===== config.mk =====
export PLATFORM = sky130hd
export DESIGN_NAME = evt_readout_ctrl_flat
export DESIGN_NICKNAME = d
export VERILOG_FILES = /design/src/rtl/evt_readout_ctrl_pkg.sv /design/src/rtl/evt_readout_ctrl_if.sv /design/src/rtl/evt_readout_ctrl_fifo.sv /design/src/rtl/evt_readout_ctrl.sv /design/src/flat_wrapper.sv
export SDC_FILE = /design/constraint.sdc
export NUM_CORES = 1
export LEC_CHECK = 0
export ABC_AREA = 1
export CORE_AREA = 2 2 116 118
export DETAILED_ROUTE_END_ITERATION = 8
export DIE_AREA = 0 0 118 120
export PLACE_DENSITY = 0.62
export RECOVER_POWER = 25
export SLEW_MARGIN = 20
export SYNTH_ARGS = -nofsm -noshare
export SYNTH_HDL_FRONTEND = slang
export SYNTH_SLANG_ARGS = --single-unit
export TNS_END_PERCENT = 30

===== constraint.sdc =====
create_clock -name clk_i -period 5 [get_ports clk_i]
set_input_delay 1 -clock clk_i [delete_from_list [all_inputs] [get_ports clk_i]]
set_output_delay 1 -clock clk_i [all_outputs]
set_load 0.05 [all_outputs]

===== src/rtl/evt_readout_ctrl_pkg.sv =====
// Shared types and default sizes for the pixel arbiter readout path.
// Latency: n/a (types and constants only).
// Backpressure: n/a.
// Contents: rd_state_t readout FSM states, default timestamp width and FIFO depth.
package lib_arbiter_pkg;

  typedef enum logic [1:0] {
    IDLE = 2'd0,
    ARB  = 2'd1,
    CAPT = 2'd2,
    WREL = 2'd3
  } rd_state_t;

  localparam int DEF_TS_W       = 16;
  localparam int DEF_FIFO_DEPTH = 8;

endpackage


===== src/rtl/evt_readout_ctrl_if.sv =====
// Handshake bundle between the arbiter tree, the readout controller and the event sink.
// Latency: n/a (wires only).
// Backpressure: evt_ready_i stalls the event head; grp_enable_o is the tree's go signal.
// master: controller side (drives grp_enable_o, evt_valid_o, evt_data_o).
// slave: environment side (drives active_i, x/y address, grp_release_i, evt_ready_i).
interface evt_readout_ctrl_if #(
  parameter int ADD_W = 4,
  parameter int EVT_W = 8
);
  logic             active_i;
  logic [ADD_W-1:0] x_add_i;
  logic [ADD_W-1:0] y_add_i;
  logic             grp_release_i;
  logic             grp_enable_o;
  logic             evt_valid_o;
  logic [EVT_W-1:0] evt_data_o;
  logic             evt_ready_i;

  modport master (
    input  active_i, x_add_i, y_add_i, grp_release_i, evt_ready_i,
    output grp_enable_o, evt_valid_o, evt_data_o
  );

  modport slave (
    output active_i, x_add_i, y_add_i, grp_release_i, evt_ready_i,
    input  grp_enable_o, evt_valid_o, evt_data_o
  );
endinterface


===== src/rtl/evt_readout_ctrl_fifo.sv =====
// Event FIFO, first-word-fall-through, with extra pointer bit for full/empty.
// Latency: a push is visible at the head one cycle later.
// Backpressure: push is dropped only when full without a simultaneous pop; head holds until popped.
// Ports: clk_i, reset_i (sync, active-low), push_i/push_data_i, pop_i, valid_o/pop_data_o, full_o, empty_o.
module evt_fifo #(
  parameter int WIDTH = 8,
  parameter int DEPTH = 8
) (
  input  logic             clk_i,
  input  logic             reset_i,
  input  logic             push_i,
  input  logic [WIDTH-1:0] push_data_i,
  input  logic             pop_i,
  output logic             valid_o,
  output logic [WIDTH-1:0] pop_data_o,
  output logic             full_o,
  output logic             empty_o
);
  localparam int AW = $clog2(DEPTH);

  logic [WIDTH-1:0] mem [DEPTH];
  logic [AW:0]      wr_q;
  logic [AW:0]      rd_q;
  logic             do_push;
  logic             do_pop;

  assign empty_o = (wr_q == rd_q);
  assign full_o  = (wr_q[AW] != rd_q[AW]) && (wr_q[AW-1:0] == rd_q[AW-1:0]);
  assign valid_o = !empty_o;

  // At full a push is only accepted together with a pop that frees the slot.
  assign do_pop  = pop_i && !empty_o;
  assign do_push = push_i && (!full_o || do_pop);

  assign pop_data_o = mem[rd_q[AW-1:0]];

  always_ff @(posedge clk_i) begin
    if (do_push) begin
      mem[wr_q[AW-1:0]] <= push_data_i;
    end
  end

  always_ff @(posedge clk_i) begin
    if (!reset_i) begin
      wr_q <= '0;
      rd_q <= '0;
    end else begin
      if (do_push) wr_q <= wr_q + 1'b1;
      if (do_pop)  rd_q <= rd_q + 1'b1;
    end
  end
endmodule


===== src/rtl/evt_readout_ctrl.sv =====
// Readout sequencer for the pixel arbiter tree: take one grant, capture x/y, wait for release, queue the event.
// Latency: active_i to grp_enable_o 1 cycle; CAPT to evt_valid_o 1 cycle; at least 4 cycles per event.
// Backpressure: a full event FIFO holds the FSM in IDLE, so active_i is ignored until the sink drains.
// Ports: clk_i, reset_i (sync, active-low), bus (evt_readout_ctrl_if.master), evt_count_o, err_timeout_o, busy_o.
// Build option EVT_TIMESTAMP_EN: when defined the event word is {ts, y, x}, otherwise {y, x}.
module evt_readout_ctrl
  import lib_arbiter_pkg::*;
#(
  parameter int ROWS        = 16,
  parameter int COLS        = 16,
  parameter int ADD_W       = 4,
  parameter int TS_W        = DEF_TS_W,
  parameter int FIFO_DEPTH  = DEF_FIFO_DEPTH,
  parameter int REL_TIMEOUT = 64
) (
  input  logic                clk_i,
  input  logic                reset_i,
  evt_readout_ctrl_if.master  bus,
  output logic [15:0]         evt_count_o,
  output logic                err_timeout_o,
  output logic                busy_o
);
`ifdef EVT_TIMESTAMP_EN
  localparam int EVT_W = TS_W + 2 * ADD_W;
`else
  localparam int EVT_W = 2 * ADD_W;
`endif
  localparam int TO_W = (REL_TIMEOUT > 1) ? $clog2(REL_TIMEOUT) : 1;
  localparam logic [TO_W-1:0] TO_LAST = TO_W'(REL_TIMEOUT - 1);

  if (((1 << ADD_W) != ROWS) || ((1 << ADD_W) != COLS) || (FIFO_DEPTH < 2) || (TS_W < 1))
  begin : g_cfg_err
    $error("evt_readout_ctrl: inconsistent parameters");
  end

  rd_state_t        state_q, state_d;
  logic             push;
  logic             to_clr, to_inc, to_hit;
  logic [TO_W-1:0]  to_q;
  logic [EVT_W-1:0] evt_word;
  logic [EVT_W-1:0] fifo_data;
  logic             fifo_valid, fifo_full, fifo_empty;

  always_ff @(posedge clk_i) begin
    if (!reset_i) state_q <= IDLE;
    else          state_q <= state_d;
  end

  always_comb begin
    state_d          = state_q;
    bus.grp_enable_o = 1'b0;
    push             = 1'b0;
    to_clr           = 1'b0;
    to_inc           = 1'b0;
    to_hit           = 1'b0;
    unique case (state_q)
      IDLE: begin
        if (bus.active_i && !fifo_full) state_d = ARB;
      end
      ARB: begin
        bus.grp_enable_o = 1'b1;
        state_d          = CAPT;
      end
      CAPT: begin
        // Occupancy cannot have grown since IDLE checked full, so this push always lands.
        push    = 1'b1;
        to_clr  = 1'b1;
        state_d = WREL;
      end
      WREL: begin
        if (bus.grp_release_i) begin
          state_d = IDLE;
        end else if (to_q == TO_LAST) begin
          to_hit  = 1'b1;
          state_d = IDLE;
        end else begin
          to_inc = 1'b1;
        end
      end
      default: state_d = IDLE;
    endcase
  end

  always_ff @(posedge clk_i) begin
    if (!reset_i) begin
      to_q          <= '0;
      err_timeout_o <= 1'b0;
      evt_count_o   <= '0;
    end else begin
      if (to_clr)      to_q <= '0;
      else if (to_inc) to_q <= to_q + 1'b1;
      if (to_hit) err_timeout_o <= 1'b1;
      if (push && (evt_count_o != 16'hFFFF)) evt_count_o <= evt_count_o + 16'd1;
    end
  end

`ifdef EVT_TIMESTAMP_EN
  logic [TS_W-1:0] ts_q;

  always_ff @(posedge clk_i) begin
    if (!reset_i) ts_q <= '0;
    else          ts_q <= ts_q + 1'b1;
  end

  assign evt_word = {ts_q, bus.y_add_i, bus.x_add_i};
`else
  assign evt_word = {bus.y_add_i, bus.x_add_i};
`endif

  evt_fifo #(
    .WIDTH (EVT_W),
    .DEPTH (FIFO_DEPTH)
  ) u_fifo (
    .clk_i       (clk_i),
    .reset_i     (reset_i),
    .push_i      (push),
    .push_data_i (evt_word),
    .pop_i       (bus.evt_ready_i),
    .valid_o     (fifo_valid),
    .pop_data_o  (fifo_data),
    .full_o      (fifo_full),
    .empty_o     (fifo_empty)
  );

  // Memory is not reset, so the head word is forced to zero while nothing is queued.
  assign bus.evt_valid_o = fifo_valid;
  assign bus.evt_data_o  = fifo_empty ? '0 : fifo_data;
  assign busy_o          = (state_q != IDLE);
endmodule


===== src/flat_wrapper.sv =====
// flat-port wrapper written by rule: the top's interface ports become plain ports
module evt_readout_ctrl_flat import lib_arbiter_pkg::*;
#(
  parameter int ROWS        = 16,
  parameter int COLS        = 16,
  parameter int ADD_W       = 4,
  parameter int TS_W        = DEF_TS_W,
  parameter int FIFO_DEPTH  = DEF_FIFO_DEPTH,
  parameter int REL_TIMEOUT = 64
)
  (clk_i, reset_i, evt_count_o, err_timeout_o, busy_o, bus_active_i, bus_x_add_i, bus_y_add_i, bus_grp_release_i, bus_evt_ready_i, bus_grp_enable_o, bus_evt_valid_o, bus_evt_data_o);
  evt_readout_ctrl_if #(.ADD_W(ADD_W), .EVT_W((2 * ADD_W))) bus_i ();
  input  logic clk_i;
  input  logic reset_i;
  output logic [15:0] evt_count_o;
  output logic err_timeout_o;
  output logic busy_o;
  input wire logic [$bits(bus_i.active_i)-1:0] bus_active_i;
  input wire logic [$bits(bus_i.x_add_i)-1:0] bus_x_add_i;
  input wire logic [$bits(bus_i.y_add_i)-1:0] bus_y_add_i;
  input wire logic [$bits(bus_i.grp_release_i)-1:0] bus_grp_release_i;
  input wire logic [$bits(bus_i.evt_ready_i)-1:0] bus_evt_ready_i;
  output wire logic [$bits(bus_i.grp_enable_o)-1:0] bus_grp_enable_o;
  output wire logic [$bits(bus_i.evt_valid_o)-1:0] bus_evt_valid_o;
  output wire logic [$bits(bus_i.evt_data_o)-1:0] bus_evt_data_o;
  assign bus_i.active_i = bus_active_i;
  assign bus_i.x_add_i = bus_x_add_i;
  assign bus_i.y_add_i = bus_y_add_i;
  assign bus_i.grp_release_i = bus_grp_release_i;
  assign bus_i.evt_ready_i = bus_evt_ready_i;
  assign bus_grp_enable_o = bus_i.grp_enable_o;
  assign bus_evt_valid_o = bus_i.evt_valid_o;
  assign bus_evt_data_o = bus_i.evt_data_o;
  evt_readout_ctrl #(.ROWS(ROWS), .COLS(COLS), .ADD_W(ADD_W), .TS_W(TS_W), .FIFO_DEPTH(FIFO_DEPTH), .REL_TIMEOUT(REL_TIMEOUT)) u_core (.clk_i(clk_i), .reset_i(reset_i), .bus(bus_i), .evt_count_o(evt_count_o), .err_timeout_o(err_timeout_o), .busy_o(busy_o));
endmodule

==> qor.yml <==
grt_pass1_wl_um: 15500
vias_per_cell: 4.76
drtAntennaViolNets: 0
power_frac_clock_pct: 23.2
worst_pin_slew_ps: 1020
final_nets: 532
p_sw_share_pct: 41.9
final_cells: 691
cp.arrival_ps: 3000
dpl.cell_count: 675
syn_nets: 497
critPathLaunchType: "flip-flop"
drc_errors: 0
drtIter0Drc: 240
synth_most_common_cell: "nor2_1"
regArea_sq_um: 2640
hold_viol_final: 0
setup_tns_ps: 0
skew_ps: 6.95
period_minus_slack_ps: 4000
crit_path_top_delay_cell: "clkdlybuf4s50_1"
nFillCells: 1281
numCtsBuffers: 9
max_stage_delay_ps: 830
p_int_uw: 1640
fin_util_pct: 40.6
async_flop_share_pct: 0
drive_gt1_share_pct: 6.02
design_area_sq_um: 5260
outcome: "finished, final reports clean"
pwr-share-comb_pct: 40.6
dieArea_sq_um: 14200
grt_pass1_vias: 3129
antenna_found_initial: 0
track_usage_pct: 13.8
multi_input_area_sq_um: 1580
vias: 3289
power.switching_uw: 1190
cts_buffer_depth: 2
ys_seq_area_share_pct: 59.6
core_area_sq_um: 13000
synth_area_leader_cell: "edfxtp_1"
slew_viol_final: 0
rsz0062_at_grt: "no"
port_buffers: 40
seqPwrFrac_pct: 36.3
cts.sinks: 100
slew_headroom_pct: 31.5
cp_common_cell: "o21ai_0"
post-cts-setup-buffers: 0
min_period_over_period_pct: 80.0
start_util_pct: 34.2
synth.cell_area_sq_um: 4440
worst-setup-path-type: "flip-flop to output port"
grt_max_degree: 34
ir_drop_mv: 0.298
postSynthAreaPerCell_sq_um: 9.34
fin_ws_ps: 998
power_density_nw_per_um2: 538
rows: 42
synth.distinct_cells: 32
fmax_mhz: 250
dp_slack_ps: 1410
synth_top_area_share_pct: 43.3
worstPathCellList: "buf_4 > inv_1 > o21ai_0 > o21ai_0 > o21ai_0 > a31oi_1 > clkdlybuf4s50_1"
drtPass1Iterations: 4
placed_area_sq_um: 4990
maxCapViolations: 0
die_w_um: 118
cts.htree.levels: 3
die-height_um: 120
wire_per_inst_um: 13.5
end_kind: "output port"
dp_hpwl_um: 6090
synthCells: 475
root_buffer: "clkbuf_16"
area_growth_pct: 18.7
cts_tree: "yes"
cp_num_buf_inv: 3
power.leakage_uw: 0.00185
drt-total-wl_um: 9340
worst_hold_path_type: "flip-flop to flip-flop"
ys_seq_elements: 100
gp_congestion: 0.824
num_antenna_cells: 0
synthTopCellsByArea: "edfxtp_1 (43%), dfxtp_1 (16%), nor2_1 (8.1%), nand2_1 (6.5%), o21ai_0 (6.3%)"
clk_latency_ps: 350
synth_common_cells: "nor2_1 (96), nand2_1 (77), edfxtp_1 (64), o21ai_0 (56), dfxtp_1 (36)"
grt-ovfl-total: 0
io_pins: 41
clkSlewWorstSetupHoldPaths_ps: 70
crit_required_ps: 4000
crit_fanout: 33
cts_hold_buffers: 0
yosys_most_used_dff: "edfxtp_1"
finalSetupViolCount: 0
ctsResizeCount: 0
synth_edf_count: 64
critPathTopFamily: "buffers and inverters"
yosysWarnings: 0
## cell usage in the layout, fill, tap and decap left out, types with 2 or more instances in the layout
cell type / netlist / routed
inv_2: 5 / 5
clkinvlp_4: 0 / 2
clkbuf_16: 0 / 9
inv_1: 28 / 28
nor2_1: 96 / 96
edfxtp_1: 64 / 64
nand3_2: 2 / 2
a31oi_1: 9 / 9
nand2_2: 5 / 5
nand2_1: 77 / 77
a21oi_1: 22 / 22
xor2_1: 9 / 9
nand4_1: 2 / 2
nand3_1: 15 / 15
clkdlybuf4s50_1: 0 / 34
dlygate4sd3_1: 0 / 6
clkinv_1: 1 / 2
o21ai_0: 56 / 56
dfxtp_1: 36 / 36
o21ai_1: 2 / 2
ha_1: 9 / 9
xnor2_1: 4 / 4
nor3_1: 6 / 6
## final timing paths
path / from / end / slack [ps] / cells past startpoint
hold reg to reg: u_core.to_q[5] / u_core.to_q[5] / 470 / 2
setup reg to reg: u_core.u_fifo.wr_q[2] / u_core.u_fifo.mem[6][5] / 2550 / 9
setup / recovery: flip-flop / bus_evt_data_o[2] / 1000 / 7
hold / removal: u_core.to_q[5] / u_core.to_q[5] / 470 / 2
## power by group through the flow
stage / Clock [uW] / Combinational [uW] / Sequential, uW
floorplan: 0 / 839 / 1030
global placement: 0 / 1130 / 1040
detailed placement: 0 / 1150 / 1040
CTS: 670 / 1150 / 1030
global route: 700 / 1260 / 1040
finish: 655 / 1150 / 1030
## per-layer routing
layer	vias to the layer above	GRT usage [%]	share of wire [%]
met2	75	22.8	48
met3	16	3.56	5.4
li1	1669	-	-
met5	-	0	0
met4	0	5.20	1.8
met1	1529	17.5	45
## kinds of logic (layout without fill, tap and decap cells)
family / Yosys count / after routing / synth area share [%]
flops: 100 / 100 / 59.6
xor+xnor: 13 / 13 / 2.57
buf+inv: 52 / 92 / 4.71
simple gates: 210 / 210 / 20.0
fa+ha+maj: 9 / 9 / 2.54
compound gates: 91 / 91 / 10.6
## worst min-delay path, delay by kind of cell (launching register included)
kind	cells	cell delay [ps]
flip-flops	1	310
buffers and inverters	1	60
AO/OA/AOI/OAI	1	50
## per-stage QoR
step / hold WS (ps) / power (uW)
4_1_cts: 469 / 2850
3_5_place_dp: 457 / 2190
6_report: 467 / 2830
2_1_floorplan: 439 / 1870
5_1_grt: 508 / 3000
3_3_place_gp: 447 / 2180
## final cells by class
cell class,instances,share of cell area [%]
tap,176,4.18
multi-input combinational,323,30.1
timing repair buffer,41,7.75
inverter,35,2.52
sequential,100,50.2
clock buffer,10,4.35
clock inverter,6,0.903
## flip-flops by register name (all words and copies together), names as in the netlist, named ones only
name,count
u_core.to_q,6
u_core.err_timeout_o,1
u_core.u_fifo.rd_q,4
u_core.u_fifo.wr_q,4
u_core.evt_count_o,16
u_core.u_fifo.mem,64
u_core.state_q,2
Note: power is estimated with default switching activity, not from simulation.
